--- config.mk ---
export PLATFORM = sky130hd
export DESIGN_NAME = det_seq
export DESIGN_NICKNAME = d
export VERILOG_FILES = /design/src/rtl/det_seq.sv
export SDC_FILE = /design/constraint.sdc
export NUM_CORES = 1
export LEC_CHECK = 0
export CORE_AREA = 5 5 124 79
export DETAILED_ROUTE_END_ITERATION = 12
export DIE_AREA = 0 0 129 84
export SYNTH_ARGS = -nofsm -noshare
export SYNTH_HDL_FRONTEND = slang
export SYNTH_SLANG_ARGS = --single-unit
--- constraint.sdc ---
create_clock -name clk -period 4.3 [get_ports clk]
set_clock_uncertainty 0.05 [all_clocks]
set_input_delay 0.645 -clock clk [delete_from_list [all_inputs] [get_ports clk]]
set_output_delay 0.645 -clock clk [all_outputs]
set_load 0.005 [all_outputs]
--- src/rtl/det_seq.sv ---
// Serial pattern detector with a run-time loadable pattern/length, overlap
// selection and a saturating match counter.
module det_seq #(
  parameter int                 MAX_LEN     = 8,
  parameter int                 CNT_W       = 16,
  parameter bit                 OVERLAP     = 1'b1,
  parameter logic [MAX_LEN-1:0] DEF_PATTERN = MAX_LEN'('b1011),
  parameter int                 DEF_LEN     = 4
) (
  input  logic                         clk,
  input  logic                         rst,
  input  logic                         in_valid,
  input  logic                         in,
  input  logic                         cfg_load,
  input  logic [MAX_LEN-1:0]           cfg_pattern,
  input  logic [$clog2(MAX_LEN+1)-1:0] cfg_len,
  input  logic                         clr_cnt,
  output logic                         out,
  output logic [CNT_W-1:0]             match_cnt,
  output logic                         armed
);

  localparam int LW = $clog2(MAX_LEN+1);
  localparam logic [LW-1:0] MAX_L   = LW'(MAX_LEN);
  localparam logic [LW-1:0] RST_LEN = (DEF_LEN > MAX_LEN) ? LW'(MAX_LEN) : LW'(DEF_LEN);

  logic [MAX_LEN-1:0] history;
  logic [MAX_LEN-1:0] pattern;
  logic [LW-1:0]      fill;
  logic [LW-1:0]      len;

  logic [MAX_LEN:0]   window;
  logic [MAX_LEN:0]   mask;
  logic               enough;
  logic               hit;
  logic [LW-1:0]      load_len;

  // The window is one bit wider than history so a full-length pattern can be
  // compared against the history plus the bit currently arriving.
  always_comb begin
    window   = {history, in};
    mask     = ~({(MAX_LEN+1){1'b1}} << len);
    enough   = ((LW+1)'(fill) + (LW+1)'(1)) >= (LW+1)'(len);
    hit      = in_valid && !cfg_load && (len != '0) && enough &&
               (((window ^ {1'b0, pattern}) & mask) == '0);
    load_len = (cfg_len > MAX_L) ? MAX_L : cfg_len;
  end

  assign armed = (len != '0);

  always_ff @(posedge clk) begin
    if (rst) begin
      history   <= '0;
      fill      <= '0;
      out       <= 1'b0;
      match_cnt <= '0;
      pattern   <= DEF_PATTERN;
      len       <= RST_LEN;
    end else begin
      out <= hit;

      // A config load wins over a same-cycle bit, which is simply dropped.
      if (cfg_load) begin
        pattern <= cfg_pattern;
        len     <= load_len;
        history <= '0;
        fill    <= '0;
      end else if (in_valid) begin
        history <= window[MAX_LEN-1:0];
        if (hit && !OVERLAP)
          fill <= '0;
        else if (fill != MAX_L)
          fill <= fill + LW'(1);
      end

      if (clr_cnt)
        match_cnt <= hit ? CNT_W'(1) : '0;
      else if (hit && (match_cnt != '1))
        match_cnt <= match_cnt + CNT_W'(1);
    end
  end

endmodule
Word level (Yosys, flattened, before mapping). Index checks and enable logic that the tools add are counted.

Output and inout port bits: 18. Logic and storage cells: 32. Latch bits: 0. Register bits: 41. Memories kept: 0. Memory bits (writable): 0. Bits of input ports: 18. ROM bits: 0.

Add/sub/neg operators: 3. Multipliers: 0. $lt $le $gt $ge: 2. Bitwise gates (word level): 3. Eq/ne operators: 2. Reductions and logical operators: 11. Shifts and indexed selects: 1. Muxes and demuxes: 4. Divide/modulo/power cells: 0.

Operators with widths (number): $mux W16 (2); $add A16 B1 Y16 const B (1); $ne A16 B16 Y1 const B (1); $and A9 B9 Y9 (1); $logic_not A9 Y1 (1); $not A9 Y9 (1); $shl A9 B4 Y9 const A (1); $xor A9 B8 Y9 (1); $add A4 B1 Y5 const B (1); $ge A5 B4 Y1 (1); $logic_and A1 B1 Y1 (5); $add A4 B1 Y4 const B (1); $gt A4 B4 Y1 const B (1); $mux W4 (1); $ne A4 B4 Y1 const B (1); $reduce_bool A4 Y1 (1); $reduce_and A2 Y1 (1); $reduce_bool A2 Y1 (1); $reduce_or A2 Y1 (1); $logic_not A1 Y1 (1); $mux W1 (1).

Logic depth before layout (Yosys ltp). Gate-level depths: netlist (run 1).

Depth in word-level cells: 8. Depth in mapped cells: 9. Depth with buffers taken out: 8.

Least setup slack after synthesis (run 1). Ideal clock, no wire load.

Path kind: register to register. Start point: register fill[0]. End point: register match_cnt[11]. Cell stages (with the launch flop): 10. Slack: 2129 ps. Buffers on the path: 1. Library setup time: 59 ps. Arrival: 2062 ps. Data required time: 4191 ps. Period minus slack after synthesis: 2171 ps. Cell sequence: dfxtp_1 -> inv_1 -> ha_1 -> ha_1 -> a211oi_1 -> o21ai_0 -> nand3_1 -> clkbuf_1 -> or4_1 -> nand2_1.

Word-level cells in the longest chain between the ends: 6.

RTL lines: start, declared (line 29) `logic [LW-1:0] fill;`; start signal, assigned (line 73) `fill <= fill + LW'(1);`; $add A4 B1 Y5 (line 43) `enough = ((LW+1)'(fill) + (LW+1)'(1)) >= (LW+1)'(len);`; $ge A5 B4 Y1 (line 43); $logic_and A1 B1 Y1 (2 in series) (line 44) `hit = in_valid && !cfg_load && (len != '0) && enough &&`; $logic_and A1 B1 Y1 (line 78) `else if (hit && (match_cnt != '1))`; $reduce_bool A2 Y1 (no line); end signal, assigned (line 77) `match_cnt <= hit ? CNT_W'(1) : '0;`; end signal, assigned (line 79) `match_cnt <= match_cnt + CNT_W'(1);`; end, declared (line 19) `output logic [CNT_W-1:0] match_cnt,`.

No other way between the ends. A chain may end at the register's enable or synchronous reset.

Worst setup path in the final report (run 1).
Start point: input in_valid. End point: register match_cnt[11].

Word-level cells in the longest chain between the ends: 6.

RTL lines: start, declared (line 12) `input logic in_valid,`; $logic_and A1 B1 Y1 (4 in series) (line 44); $logic_and A1 B1 Y1 (line 78); $reduce_bool A2 Y1 (no line).

No other way between the ends.

==> results of run 1 <==
==> cells in the mapped netlist (all sizes together), types with 2 or more instances <==
master	instances	area share, %
nor3	3	0.73
a211o	3	1.3
nand2b	2	0.61
or2	2	0.61
a22oi	2	0.73
ha	7	4.2
buf	3	0.91
dfxtp	41	40
nand2	11	2.0
a21oi	18	4.4
o31a	2	0.85
o21ai	18	4.6
nand3	9	2.2
clkbuf	9	1.6
nor2b	4	1.2
a211oi	2	0.73
nand4b	2	0.85
xor2	2	0.85
nor2	26	4.9
or4	6	2.2
a31oi	2	0.61
mux2i	15	7.3
nand4	8	2.4
xnor2	9	3.8
or3	12	3.6
o211ai	2	0.73
inv	9	1.6
nor4	3	0.91
==> flip-flops by register name, indices dropped and copies added, names as in the netlist <==
name,cells
match_cnt,16
history,8
pattern,8
fill,4
len,4
out,1
==> tightest hold or removal path, delay by kind of cell (launching register included) <==
| kind | cells | cell delay (ns) |
|---|---|---|
| mux | 1 | 0.07 |
| flops | 1 | 0.33 |
| simple gates | 1 | 0.08 |
==> how the worst max path moves through the flow <==
stage,startpoint,endpoint,slack [ns],depth (start not counted)
after floorplan,fill[0],match_cnt[11],2.13,9
after CTS,in_valid,match_cnt[11],1.42,7
after global placement,in_valid,match_cnt[13],1.12,7
final,in_valid,match_cnt[11],1.41,7
after global routing,in_valid,match_cnt[5],1.14,7
after detailed placement,in_valid,match_cnt[11],1.13,7
==> routing by layer <==
layer | vias to the layer above | part of all wire [%] | track usage [%]
met5 | - | 0 | 0
met4 | 0 | 1.2 | 3.241
met3 | 4 | 4.5 | 3.069
met2 | 26 | 42 | 13.58
li1 | 945 | - | -
met1 | 870 | 53 | 13.77
==> power by group through the flow <==
| stage | registers, mW | logic (mW) | clock network, mW |
|---|---|---|---|
| after detailed placement | 0.406 | 0.0712 | 0 |
| after global routing | 0.399 | 0.0797 | 0.415 |
| final | 0.398 | 0.0711 | 0.384 |
| after floorplan | 0.402 | 0.0447 | 0 |
| after global placement | 0.406 | 0.0698 | 0 |
| after CTS | 0.398 | 0.0716 | 0.393 |
==> per-stage QoR <==
stage,power (mW),cells,setup slack [ns],area (µm²),hold slack [ns]
floorplan,0.4471,241,2.129,2062,0.4108
global placement,0.4760,384,1.122,2535,0.4320
detailed placement,0.4775,384,1.133,2535,0.4407
CTS,0.8627,392,1.417,2693,0.4563
global route,0.8939,392,1.145,2693,0.4934
finish,0.8533,392,1.413,2693,0.4581
==> final cells by class <==
type                            count  area [µm²]  area share, %
Timing Repair Buffer               39       380.4          14.13
Multi-Input combinational cell    179        1155          42.89
Clock buffer                        7       152.6          5.669
Sequential cell                    41       820.8          30.48
Inverter                            9       33.78          1.255
Tap cell                          116       145.1          5.390
Clock inverter                      1       5.005         0.1859
==> kinds of logic after synthesis <==
family / after synthesis
buffers and inverters: 21
flip-flops: 41
multiplexers: 15
AND/OR/NAND/NOR: 93
adder cells (fa/ha/maj): 7
XOR/XNOR: 11
AO/OA/AOI/OAI: 53
==> flow_summary.json, run 1 <==
{
  "outcome": "finished clean",
  "cp-end-kind": "register",
  "cts_buffer_depth": 2,
  "routed-via-count": 1845,
  "numCtsBuffers": 5,
  "clock_latency_ns": 0.28,
  "syn-cell-area_um2": 2062,
  "post-route-drc-count": 0,
  "path_clk_slew_ns": 0.06,
  "final-max-slew-violation-count": 0,
  "grt_antenna_before_repair": 0,
  "total_switching_power_mw": 0.1818,
  "leakagePower_nw": 0.9193,
  "criticalPathCategory": "in -> reg",
  "die_y_um": 84,
  "synth-xor-area-share_pct": 4.672,
  "largest_family_of_logic_cells_by_synthesized_area": "simple AND/OR/NAND/NOR gates",
  "postCtsSetupBuffers": 0,
  "async_reset_ff_share_pct": 0,
  "htree_num_levels": 2,
  "timing.max_cap.violations": 0,
  "rrSetupSlack_ns": 1.61,
  "cts_repair_resize_count": 0,
  "post-dp-hpwl_um": 3764,
  "synth_compound_gate_area_share_pct": 15.59,
  "worst_hold_path_type": "reg -> reg",
  "power_density_nw_per_um2": 316.9,
  "final.min_clock_period_ns": 2.887,
  "max_slew.worst_pin.slew_ns": 0.8318,
  "synthToLayoutAreaGrowth_pct": 30.58,
  "floorplan.rows": 27,
  "fin_setup_tns_ns": 0,
  "peak_ir_drop_on_the_vdd_network_mv": 0.1677,
  "netlist_instances": 241,
  "worst_slew_margin_rel_pct": 44.55,
  "gp_congestion": 0.8515,
  "antenna_violating_nets_post_route": 0,
  "power.sequential.fraction_pct": 46.6,
  "worst_path_dominant_cell_family": "simple AND/OR/NAND/NOR gates",
  "placeableCoreArea_um2": 8716,
  "crit_buf_inv": 2,
  "postSynth.topFlopCell": "dfxtp_1",
  "synth_adder_area_share_pct": 4.248,
  "synthSimpleGateAreaFrac_pct": 24.21,
  "post_route_fraction_of_the_period_consumed_by_the_critical_path_pct": 67.14,
  "aggregate_global_route_resource_usage_pct": 9.666,
  "start_kind": "primary input",
  "detail_route.first_pass.iterations": 4,
  "worst_r2r_endpoint": "match_cnt[11]",
  "drive_above_1_share_pct": 5.797,
  "layout.cells.most_common": "dfxtp_1",
  "slowest_delay_ns": 0.63,
  "first_pass_grt_wire_length_um": 8549,
  "fillers": 923,
  "cts_num_sinks": 41,
  "cts_root_buf": "clkbuf_16",
  "timing.fmax_ghz": 0.3464,
  "avgSynthCellArea_um2": 8.556,
  "yosys_register_bits": 41,
  "combPwrFrac_pct": 8.3,
  "finish.utilization_pct": 30.89,
  "holdPathStages": 2,
  "grt-ovfl-total": 0,
  "grt_pass1_vias": 1728,
  "most-common-layout-cells": "41 x dfxtp_1, 35 x clkdlybuf4s50_1, 25 x nor2_1",
  "pin_count_of_the_biggest_net_entering_global_routing": 21,
  "first_iter_violations": 109,
  "port_buffers": 35,
  "hold-path-endpoint": "history[7]",
  "worstRegToRegCells": 8,
  "final_hold_viol_count": 0,
  "yosys_warnings": 0,
  "internal_power_mw": 0.6715,
  "io-pin-count": 36,
  "route.detailed.vias_per_inst": 4.707,
  "synth.yosys.seq_area_share_pct": 39.81,
  "synth_cell_type_count": 42,
  "hold_path_startpoint": "history[7]",
  "fin_nets": 300,
  "number_of_nets_produced_by_synthesis": 266,
  "rsz0062_at_grt": "no",
  "synth_edf_count": 0,
  "die_width_um": 129,
  "cts-hold-fix-buffers": 0,
  "antenna_fix_cells": 0,
  "p_clk_share_pct": 45.0,
  "fp.dieArea_um2": 10840,
  "drt-wirelength-per-cell_um": 13.02,
  "worst_r2r_startpoint": "fill[0]",
  "start_util_pct": 23.66,
  "critical-path-slowest-cell": "or4_1",
  "cp_cell_sequence": "clkdlybuf4s50_1, buf_4, nand4_1, nor4_1, nand3_1, or4_1, nand2_1",
  "critical_path_required_ns": 4.47,
  "switching_share_pct": 21.31,
  "synthMuxAreaShare_pct": 7.282,
  "tritoncts": "built",
  "wl_um": 5102,
  "arrival_ns": 3.06,
  "critical_path_peak_fanout": 20,
  "setup_viol": 0
}
(Power assumes the default switching activity.)
==> run 2: changes to the inputs <==
clock period = 2.52 ns   (was 4.3 ns; I/O delays follow)
==> flow_summary.json, run 2 (synthesized netlist as in run 1, its figures left out) <==
{
  "outcome": "finished clean",
  "first_pass_grt_wire_length_um": 8797,
  "layout.cells.most_common": "dfxtp_1",
  "tritoncts": "built",
  "antenna_fix_cells": 0,
  "fin_nets": 307,
  "finalWorstSetupSlack_ns": 0.1525,
  "cp_cell_sequence": "ha_1, xor2_1, ha_1, o21ai_0, o21ai_1, nand4_1, buf_4, or4b_1, a21oi_1",
  "post_route_fraction_of_the_period_consumed_by_the_critical_path_pct": 93.95,
  "port_buffers": 35,
  "die_y_um": 84,
  "start_util_pct": 23.66,
  "placement.setup.worst_slack_ns": -0.08064,
  "cp-end-kind": "register",
  "worst_r2r_endpoint": "match_cnt[13]",
  "gp_congestion": 0.8327,
  "drive_above_1_share_pct": 7.801,
  "largest_reg_by_ff_count": "match_cnt",
  "aggregate_global_route_resource_usage_pct": 9.952,
  "synthToLayoutAreaGrowth_pct": 32.46,
  "rsz0062_at_grt": "no",
  "route.detailed.vias_per_inst": 4.744,
  "critical-path-slowest-cell": "or4b_1",
  "placeableCoreArea_um2": 8716,
  "timing.fmax_ghz": 0.4224,
  "power_density_nw_per_um2": 523.6,
  "fp.dieArea_um2": 10840,
  "postCtsSetupBuffers": 0,
  "peak_ir_drop_on_the_vdd_network_mv": 0.2950,
  "worst_slew_margin_rel_pct": 69.79,
  "grt-ovfl-total": 0,
  "io-pin-count": 36,
  "timing.critical_path.from": "fill[0]",
  "arrival_ns": 2.52,
  "grt_antenna_before_repair": 0,
  "critPathCapture": "match_cnt[13]",
  "antenna_violating_nets_post_route": 0,
  "multi_input_area_um2": 1155,
  "criticalPathCategory": "reg -> reg",
  "cts_num_sinks": 41,
  "max_reg_flops": 16,
  "most-common-layout-cells": "40 x dfxtp_1, 35 x clkdlybuf4s50_1, 25 x nor2_1",
  "routed-via-count": 1888,
  "cts_buffer_depth": 2,
  "final_hold_viol_count": 0,
  "numCtsBuffers": 5,
  "hold-worst-slack_ns": 0.4531,
  "first_iter_violations": 83,
  "worst_hold_path_type": "reg -> reg",
  "clock_latency_ns": 0.28,
  "path_clk_slew_ns": 0.06,
  "setup_viol": 0,
  "post-route-drc-count": 0,
  "post-dp-hpwl_um": 3930,
  "htree_num_levels": 2,
  "pin_count_of_the_biggest_net_entering_global_routing": 21,
  "cts_root_buf": "clkbuf_16",
  "max_slew.worst_pin.slew_ns": 0.4510,
  "final-max-slew-violation-count": 0,
  "fillers": 923,
  "finish.utilization_pct": 31.34,
  "start_kind": "register",
  "timing.max_cap.violations": 0,
  "leakagePower_nw": 0.9414,
  "final.min_clock_period_ns": 2.367,
  "seqCellArea_um2": 822.0,
  "floorplan.rows": 27,
  "drt-wirelength-per-cell_um": 13.05,
  "die_width_um": 129,
  "critical_path_peak_fanout": 11,
  "detail_route.first_pass.iterations": 4,
  "worstRegToRegCells": 9,
  "slowest_delay_ns": 0.47,
  "registers_with_the_most_flip_flops": "match_cnt (16), history (8), pattern (8)",
  "cpMostUsedCell": "ha_1",
  "worst_r2r_startpoint": "fill[0]",
  "critical_path_required_ns": 2.67,
  "wl_um": 5194,
  "grt_pass1_vias": 1787,
  "rrSetupSlack_ns": 0.15
}
==> run 2: stage by stage <==
stage / instances / instance area, µm² / power, mW / setup TNS (ns)
2_1_floorplan: 241 / 2062 / 0.7630 / 0
3_3_place_gp: 391 / 2587 / 0.8173 / -0.03810
3_5_place_dp: 391 / 2587 / 0.8198 / -0.08064
4_1_cts: 398 / 2730 / 1.455 / 0
5_1_grt: 398 / 2731 / 1.499 / 0
6_report: 398 / 2731 / 1.430 / 0
==> run 2: worst max-delay path: cells and delay by family, from the launching register on <==
kind | cells | cell delay [ns]
xor gates and xnor gates | 1 | 0.17
DFF | 1 | 0.35
AOI/OAI and AO/OA | 3 | 0.43
buffers and inverters | 1 | 0.18
adders and majority gates | 2 | 0.54
and+or+nand+nor | 2 | 0.59
==> run 2: layer usage <==
layer / wire length (µm) / track usage [%]
met2: 2234 / 14.57
met1: 2649 / 13.65
met4: 72 / 3.813
met3: 238 / 2.941
met5: 0 / 0
==> run 2: final cells by class <==
type	instances	share of cell area (%)
Inverter	9	1.237
Timing Repair Buffer	46	15.85
Clock buffer	7	5.222
Sequential cell	41	30.10
Tap cell	116	5.314
Multi-Input combinational cell	179	42.28
==> run 2: worst min path at each step <==
stage            startpoint            to  slack, ns  cells after the start
2_1_floorplan    history[7]    history[7]       0.41                      2
3_3_place_gp     history[7]    history[7]       0.43                      2
3_5_place_dp     history[7]    history[7]       0.44                      2
4_1_cts          history[7]    history[7]       0.46                      2
5_1_grt        match_cnt[1]  match_cnt[1]       0.51                      2
6_report         history[7]    history[7]       0.45                      2
==> run 2: what timing repair did <==
action                                  CTS  global route
resized for setup                         1             1
pin swaps                                 0             0
hold buffers                              0             0
endpoints found under the setup margin    1             1
==> run 2: where the power goes <==
| part | internal, mW | switching [mW] | leakage (nW) | total [mW] |
|---|---|---|---|---|
| clock network | 0.389 | 0.236 | 0.0700 | 0.625 |
| logic | 0.0682 | 0.0582 | 0.538 | 0.126 |
| registers | 0.663 | 0.0162 | 0.334 | 0.679 |
